<file path="src/rtl/hc_pkg.sv">
// Shared types, constants and the LFSR step function for the pattern sequencer.
// HC_PATTERN_PAUSE_EN adds the PAUSE state to the state enum.
package hc_pkg;

    localparam int HC_LFSR_W = 16;
    localparam logic [HC_LFSR_W-1:0] HC_LFSR_TAPS = 16'hD008;
    localparam logic [HC_LFSR_W-1:0] HC_DEFAULT_SEED = 16'hACE1;

    typedef enum logic [1:0] {
        HC_IDLE = 2'd0,
        HC_RUN  = 2'd1,
        HC_FIN  = 2'd2
`ifdef HC_PATTERN_PAUSE_EN
        ,
        HC_PAUSE = 2'd3
`endif
    } hc_pat_state_t;

    // Fibonacci step: shift left, feedback is the parity of the tapped bits.
    function automatic logic [HC_LFSR_W-1:0] hc_lfsr_next(
        input logic [HC_LFSR_W-1:0] v,
        input logic [HC_LFSR_W-1:0] taps
    );
        return {v[HC_LFSR_W-2:0], ^(v & taps)};
    endfunction

endpackage

</file>
<file path="src/rtl/hc_lfsr16_core.sv">
// 16-bit Fibonacci LFSR register with load/step enables and zero lock-up guard.
// Priority: load, then step, then guard repair.
module hc_lfsr16_core
    import hc_pkg::*;
#(
    parameter logic [HC_LFSR_W-1:0] TAPS = HC_LFSR_TAPS,
    parameter logic [HC_LFSR_W-1:0] SEED = HC_DEFAULT_SEED
) (
    input  logic                 clk,
    input  logic                 rst,
    input  logic                 load,
    input  logic [HC_LFSR_W-1:0] load_val,
    input  logic                 step,
    input  logic                 guard,
    output logic [HC_LFSR_W-1:0] data
);

    logic [HC_LFSR_W-1:0] lfsr_q;
    logic                 is_zero;

    // A zero register is presented (and stepped) as SEED so the
    // downstream never sees the lock-up word.
    assign is_zero = (lfsr_q == '0);
    assign data    = is_zero ? SEED : lfsr_q;

    always_ff @(posedge clk or posedge rst) begin
        if (rst) begin
            lfsr_q <= SEED;
        end else if (load) begin
            lfsr_q <= load_val;
        end else if (step) begin
            lfsr_q <= hc_lfsr_next(data, TAPS);
        end else if (guard && is_zero) begin
            lfsr_q <= SEED;
        end
    end

endmodule

</file>
<file path="src/rtl/hc_pattern_ctrl.sv">
// Burst sequencer for the LFSR pattern source with valid/ready output.
// Optional feature macro: HC_PATTERN_PAUSE_EN (adds pause input and PAUSE state).
module hc_pattern_ctrl
    import hc_pkg::*;
#(
    parameter int               WIDTH        = HC_LFSR_W,
    parameter logic [WIDTH-1:0] TAPS         = HC_LFSR_TAPS,
    parameter int               LEN_W        = 8,
    parameter logic [WIDTH-1:0] DEFAULT_SEED = HC_DEFAULT_SEED
) (
    input  logic             clk,
    input  logic             rst,
    input  logic             cfg_seed_vld,
    input  logic [WIDTH-1:0] cfg_seed,
    input  logic             start,
    input  logic [LEN_W-1:0] burst_len,
`ifdef HC_PATTERN_PAUSE_EN
    input  logic             pause,
`endif
    output logic             out_valid,
    input  logic             out_ready,
    output logic [WIDTH-1:0] out_data,
    output logic             busy,
    output logic             done,
    output logic [LEN_W-1:0] word_cnt
);

    hc_pat_state_t state_q, state_d;

    logic [WIDTH-1:0] seed_q;
    logic [WIDTH-1:0] seed_in;
    logic [WIDTH-1:0] load_val;
    logic [LEN_W-1:0] len_q;
    logic [LEN_W-1:0] cnt_q;
    logic [LEN_W-1:0] cnt_inc;

    logic seed_ld;
    logic burst_ld;
    logic step;
    logic guard;

    // Zero seed would lock the LFSR, so it is replaced on entry.
    assign seed_in  = (cfg_seed == '0) ? DEFAULT_SEED : cfg_seed;
    assign load_val = cfg_seed_vld ? seed_in : seed_q;
    assign cnt_inc  = cnt_q + 1'b1;
    assign word_cnt = cnt_q;

    always_comb begin
        state_d   = state_q;
        seed_ld   = 1'b0;
        burst_ld  = 1'b0;
        step      = 1'b0;
        guard     = 1'b0;
        out_valid = 1'b0;
        busy      = 1'b1;
        done      = 1'b0;
        unique case (state_q)
            HC_IDLE: begin
                busy    = 1'b0;
                seed_ld = cfg_seed_vld;
                if (start) begin
                    burst_ld = 1'b1;
                    state_d  = (burst_len == '0) ? HC_FIN : HC_RUN;
                end
            end
            HC_RUN: begin
                out_valid = 1'b1;
                guard     = 1'b1;
                if (out_ready) begin
                    step = 1'b1;
                    if (cnt_inc == len_q) begin
                        state_d = HC_FIN;
                    end
`ifdef HC_PATTERN_PAUSE_EN
                    else if (pause) begin
                        state_d = HC_PAUSE;
                    end
`endif
                end
            end
`ifdef HC_PATTERN_PAUSE_EN
            HC_PAUSE: begin
                if (!pause) begin
                    state_d = HC_RUN;
                end
            end
`endif
            HC_FIN: begin
                done    = 1'b1;
                state_d = HC_IDLE;
            end
            default: begin
                state_d = HC_IDLE;
            end
        endcase
    end

    always_ff @(posedge clk or posedge rst) begin
        if (rst) begin
            state_q <= HC_IDLE;
        end else begin
            state_q <= state_d;
        end
    end

    always_ff @(posedge clk or posedge rst) begin
        if (rst) begin
            seed_q <= DEFAULT_SEED;
            len_q  <= '0;
            cnt_q  <= '0;
        end else begin
            if (seed_ld) begin
                seed_q <= seed_in;
            end
            if (burst_ld) begin
                len_q <= burst_len;
                cnt_q <= '0;
            end else if (step) begin
                cnt_q <= cnt_inc;
            end
        end
    end

    hc_lfsr16_core #(
        .TAPS (TAPS),
        .SEED (DEFAULT_SEED)
    ) u_lfsr (
        .clk      (clk),
        .rst      (rst),
        .load     (burst_ld),
        .load_val (load_val),
        .step     (step),
        .guard    (guard),
        .data     (out_data)
    );

endmodule

</file>
<file path="config.mk">
export PLATFORM = sky130hd
export DESIGN_NAME = hc_pattern_ctrl
export DESIGN_NICKNAME = d
export VERILOG_FILES = /design/src/rtl/hc_pkg.sv /design/src/rtl/hc_lfsr16_core.sv /design/src/rtl/hc_pattern_ctrl.sv
export SDC_FILE = /design/constraint.sdc
export NUM_CORES = 1
export LEC_CHECK = 0
export ABC_AREA = 1
export CAP_MARGIN = 10
export CORE_MARGIN = 10
export CORE_UTILIZATION = 47
export CTS_CLUSTER_DIAMETER = 50
export CTS_CLUSTER_SIZE = 25
export DETAILED_ROUTE_END_ITERATION = 16
export PLACE_DENSITY = 0.86
export SLEW_MARGIN = 20
export SYNTH_ARGS = -nofsm -noshare
export SYNTH_HDL_FRONTEND = slang
export SYNTH_HIERARCHICAL = 1
export SYNTH_SLANG_ARGS = --single-unit
</file>
<file path="constraint.sdc">
create_clock -name clk -period 1.6 [get_ports clk]
set_input_delay 0.32 -clock clk [delete_from_list [all_inputs] [get_ports clk]]
set_output_delay 0.32 -clock clk [all_outputs]
set_load 0.1 [all_outputs]
</file>
== Word-level counts from Yosys, hierarchy flattened ==
Cells that the tools add are included.
Word-level totals
  register bits: 50
  output and inout port bits: 27
  logic and storage cells: 42
  bits of input ports: 29
Cells by class
  eq/ne operators: 6
  reductions and logical operators: 9
  mux-type cells: 21
  $add $sub $neg: 1
Operators with widths (count)
  $mux 16: 6
  $logic_not 16->1: 2
  $mux 8: 2
  $reduce_xor 16->1: 1
  $add 8x1->8 const B: 1
  $eq 8x8->1: 1
  $logic_not 8->1: 1
  $mux 1: 8
  $mux 2: 4
  $ne 2x2->1 const B: 3
  $pmux 2 s2: 1
  $reduce_and 3->1: 1
  $reduce_bool 3->1: 1
  $eq 2x1->1 const B: 1
  $eq 2x2->1 const B: 1
  $logic_not 2->1: 1
  $reduce_bool 2->1: 1
  $logic_and 1x1->1: 1

== Longest topological paths before layout ==
Gate-level depths: netlist (run 1).
  word-level depth: 6
  depth in mapped cells: 11
  gate-level depth less buffers: 11

== Modules after synthesis ==
Netlist (run 1), hierarchy kept.
Modules (own cells, without submodules)
  hc_pattern_ctrl: area each 1938.1 um2, sequential area each 860.8 um2, times used 1, cells an instance 275
  hc_lfsr16_core: area each 958.4 um2, sequential area each 410.4 um2, times used 1, cells an instance 125

== Worst setup path after synthesis (run 1) ==
Ideal clock, no wire load.
  path type: flip-flop to flip-flop
  start point: reg cnt_q[0] (netlist: word_cnt[0])
  end point: reg state_q[1]
  library setup time: 0.070 ns
  cell stages (with the launch flop): 10
  data arrival time: 2.156 ns
  buffers on the path: 0
  clock period less this slack: 2.226 ns
  data required time: 1.530 ns
  slack: -0.626 ns
  path through: dfrtp_1 ha_1 nand2_2 nor2_4 nand3_1 nand3_1 nand4_1 nor2_2 nor2_1 nor2_2
Between the ends
  cells in the longest elaborated chain, start to end: 4
Ends and longest elaborated chain
  start, declared: line hc_pattern_ctrl.sv:34  | logic [LEN_W-1:0] cnt_q;
  start signal, assigned: line hc_pattern_ctrl.sv:119  | cnt_q <= cnt_inc;
  $add 8x1->8: line hc_pattern_ctrl.sv:45  | assign cnt_inc = cnt_q + 1'b1;
  $eq 8x8->1: line hc_pattern_ctrl.sv:71  | if (cnt_inc == len_q) begin
  $ne 2x2->1 (no source line)
  $reduce_and 3->1 (no source line)
  end signal, assigned: line hc_pattern_ctrl.sv:102  | state_q <= state_d;
  end, declared: line hc_pattern_ctrl.sv:28  | hc_pat_state_t state_q, state_d;
Every way passes these cells.
A chain may end at the register's enable or synchronous reset.

== Final worst setup path (run 1) ==
  start point: reg u_lfsr.lfsr_q[9]
  end point: out out_data[6]
Between the ends
  cells in the longest elaborated chain, start to end: 2
Ends and longest elaborated chain
  start, declared: line hc_lfsr16_core.sv:18  | logic [HC_LFSR_W-1:0] lfsr_q;
  start signal, assigned: line hc_lfsr16_core.sv:30  | lfsr_q <= load_val;
  start signal, assigned: line hc_lfsr16_core.sv:32  | lfsr_q <= hc_lfsr_next(data, TAPS);
  $logic_not 16->1: line hc_lfsr16_core.sv:23  | assign is_zero = (lfsr_q == '0);
  $mux 16: line hc_lfsr16_core.sv:24  | assign data = is_zero ? SEED : lfsr_q;
  end, declared: line hc_pattern_ctrl.sv:22  | output logic [WIDTH-1:0] out_data,
Every way passes these cells.

==> results.rst, run 1 <==
.. list-table::
   :header-rows: 1

   * - Metric
     - Value
   * - Combinational family with the most area after synthesis
     - simple AND/OR/NAND/NOR gates
   * - Number of global-route vias before repair
     - 2943
   * - Overall global routing resource usage
     - 0.1701
   * - Number of hold buffers added after cts
     - 0
   * - Crit path launch type
     - flop
   * - Critical Path End Type
     - primary output
   * - Root buffer selected by CTS
     - clkbuf_8
   * - Critical Path Most Common Cell
     - nand2_4
   * - Total global routing overflow
     - 0
   * - Unique masters post-synth
     - 30
   * - Sequential-to-total area share from yosys stat
     - 0.4389
   * - Number of slew-limit violations in the final report
     - 0
   * - Number of antenna violations at the first check in global routing
     - 0
   * - Routing usage on met1
     - 0.2046
   * - Final Skew
     - 19.68 ps
   * - Clock transition at the registers of the reported paths
     - 110 ps
   * - Depth of the CTS H-tree
     - 2
   * - Maximum single-stage delay on the critical path
     - 400 ps
   * - # rows
     - 28
   * - Post-synth net total
     - 430
   * - Maximum Capacitance Violations
     - 0
   * - Simple-gate share of the synthesized area
     - 0.3002
   * - Critical path type
     - flop to primary output
   * - Synth area leaders
     - dfrtp_1 (29%), dfstp_2 (15%), nand2_1 (14%)
   * - Die width
     - 98.51 µm
   * - Cell type contributing the most total cell area after synthesis
     - dfrtp_1
   * - Detailed-route wire length per cell
     - 17.61 µm
   * - Count of antenna diodes in the layout
     - 0
   * - DRC violation total after the first TritonRoute iteration
     - 361
   * - Commonest register cell after synthesis
     - dfrtp_1
   * - Fraction of post-synthesis cell area in the top cell type by area
     - 0.2937
   * - Violated checks
     - negative setup slack
   * - Final cycle utilization of the critical path
     - 1.180
   * - Antenna-violating nets left
     - 0
   * - Clock insertion delay at the later pin of the skew report
     - 320 ps
   * - Final Instance Area
     - 4513 µm²
   * - Sink Count
     - 50
   * - Met3 layer usage reported by global route
     - 0.03631
   * - Dpl ws
     - -568.2 ps
   * - Met2 global-route usage
     - 0.2869
   * - Setup Total Neg Slack
     - -4536 ps
   * - Final Hold Vio Count
     - 0
   * - Worst IR drop on VDD
     - 0.001679 V
   * - Vias post-DR
     - 3311
   * - Cell leakage power
     - 2.139 nW
   * - Slew at the pin closest to its max-slew limit
     - 464.8 ps
   * - Ratio of total power to cell area
     - 2230 nW/µm²
   * - Clock buffer count from CTS
     - 5
   * - Share of async-settable or async-resettable flops after synthesis
     - 1.000
   * - Estimated wirelength of the detail-placed design
     - 6.481 mm
   * - Endpoint required time on the critical path
     - 1280 ps
   * - I/O pin total
     - 56
   * - Final Critical Period
     - 1888 ps
   * - Maximum number of pins on one net before global-route repair
     - 35
   * - Layer with the highest usage after global routing
     - met2
   * - Clock tree from TritonCTS
     - yes
   * - Post-DR vias/cell
     - 5.728
   * - Synth Area in Adders
     - 0.004320
   * - Number of input and output port buffers inserted
     - 55
   * - Worst path setup slack after routing
     - -288.4 ps
   * - Complex-gate fraction of the synthesized area
     - 0.1369
   * - Achievable clock frequency
     - 529.6 MHz
   * - GPL Wtd Cong
     - 0.8711
   * - DRC violations left
     - 0
   * - Total of warnings raised by yosys
     - 6
   * - Number of nets in the layout
     - 532
   * - Total die area
     - 9703 µm²
   * - Flip-flop and latch count after synthesis
     - 50
   * - Number of search-and-repair iterations in the first detailed-routing pass
     - 6
   * - Syn Inst Count
     - 400
   * - Commonest non-fill, non-tap cells in the layout
     - nand2_1 (99), inv_1 (62), buf_4 (47)
   * - Overall routed net length
     - 10.18 mm
   * - Layout overhead on the synthesized area
     - 55.81%
   * - Largest fanout on the critical path
     - 5
   * - Mean instance size in the synthesized netlist
     - 7.241 µm²
   * - Fraction of final layout cells with drive strength greater than 1
     - 0.3439
   * - Xor/xnor share of the synthesized area
     - 0.003024
   * - Number of filler instances in the final layout
     - 342
   * - Mapped Area
     - 2897 µm²
   * - Proportion of synthesized area in mux cells
     - 0
   * - Most common cell after layout, fill and taps aside
     - nand2_1
   * - Area after detailed placement
     - 4094 µm²
   * - Area of the core
     - 5956 µm²
   * - Wire length of the first global-routing pass
     - 13.93 mm
   * - Number of enable flip-flop cells after synthesis
     - 0
   * - Worst slew margin relative to its limit
     - 0.6898
   * - Status
     - complete, but fails checks
   * - Critical path's slowest cell
     - dfrtp_1
   * - Maximum root-to-sink buffer count
     - 2
   * - RSZ-0062 raised after global routing
     - yes
   * - Die Y
     - 98.51 µm
   * - Classification of the worst-slack hold path
     - input port to async pin
   * - Arrival time of the worst setup path
     - 1570 ps
   * - Final setup vio count
     - 27
   * - Series of cell instances along the critical path
     - nor2_2 > nand2_2 > nor2_4 > nand2_4 > nand2_4 > buf_12
   * - Initial standard-cell utilization of the core
     - 0.4863
cells in the mapped netlist, types with 3 or more instances:
library cell and number:
a21oi_1 3, clkbuf_1 12, dfrtp_1 34, dfstp_2 16, inv_1 66, nand2_1 111
nand2_2 7, nand3_1 26, nand4_1 5, nor2_1 24, nor2_2 5, nor2_4 3
nor4_1 4, o211ai_1 4, o21ai_0 51, o221ai_1 7, o22ai_1 3
where the power goes:
| part | internal [W] | switching, W | leakage, nW |
|---|---|---|---|
| Sequential | 0.00200 | 0.000439 | 0.585 |
| Clock | 0.000350 | 0.000440 | 0.0515 |
| Combinational | 0.00244 | 0.00439 | 1.50 |
cells by family after synthesis:
logic type / count (synthesis)
compound gates: 71
xor+xnor: 1
fa+ha+maj: 1
buf+inv: 86
flops: 50
simple gates: 191
final timing paths:
| check | cells after the start | startpoint | endpoint | slack (ps) |
|---|---|---|---|---|
| max in group asynchronous | 3 | rst | seed_q[13]$_DFFE_PP1P_ | 950 |
| min reg2reg | 2 | seed_q[3]$_DFFE_PP0P_ | seed_q[3]$_DFFE_PP0P_ | 500 |
| min | 3 | rst | u_lfsr/lfsr_q[14]$_DFFE_PP0P_ | 350 |
| min in group clk | 4 | cfg_seed[12] | seed_q[12]$_DFFE_PP0P_ | 450 |
| max | 6 | u_lfsr/lfsr_q[9]$_DFFE_PP0P_ | out_data[6] | -290 |
| max reg2reg | 10 | word_cnt[1]$_DFFE_PP0P_ | state_q[1]$_DFFE_PP0P_ | -200 |
critical path, delay by kind of cell (launching register included):
family	cells	cell delay, ps
simple gates	5	680
flops	1	400
buf+inv	1	170
final cells by class:
type	instances	area, µm²	area share
clock inverter	2	11.26	0.002495
tap	75	93.84	0.02079
timing repair buffer	108	1250	0.2770
inverter	70	272.8	0.06044
multi-input combinational	267	1510	0.3346
clock buffer	6	82.58	0.01830
sequential	50	1292	0.2864
layer usage:
layer  share of wire  up-vias  routed length (µm)
met5               0        -                   0
met4           0.045        0                 456
met3           0.098       51                1002
met2            0.49      246                5030
met1            0.36     1539                3689
li1                -     1475                   -
through the flow:
step	hold slack, ps	cells	power, W	utilization
finish	349.2	578	0.01006	0.7578
global route	385.8	578	0.01046	0.7578
CTS	355.2	566	0.009357	0.7162
detailed placement	475.4	554	0.008455	0.6874
global placement	469.7	554	0.008288	0.6874
floorplan	228.0	400	0.006193	-
flip-flops by register name (all words and copies together), names as in the netlist:
name	flops
len_q	8
seed_q	16
state_q	2
u_lfsr/lfsr_q	16
word_cnt	8
timing repair:
action / CTS / global route
hold endpoints to repair: 0 / 0
buffers inserted: 3 / 10
resized for setup: 23 / 39
endpoints found under the setup margin: 22 / 32
pin swaps: 8 / 14
gates cloned: 1 / 2
No activity file was read; power rests on OpenSTA's default activity.
==> run 2, diff against run 1 <==
--- a/config.mk
+++ b/config.mk
@@ -9,7 +9,6 @@
 export CAP_MARGIN = 10
 export CORE_MARGIN = 10
 export CORE_UTILIZATION = 47
-export CTS_CLUSTER_DIAMETER = 50
 export CTS_CLUSTER_SIZE = 25
 export DETAILED_ROUTE_END_ITERATION = 16
 export PLACE_DENSITY = 0.86
==> results of run 2 <==
The final DEF is identical to that of run 1; final timing and power are the same.
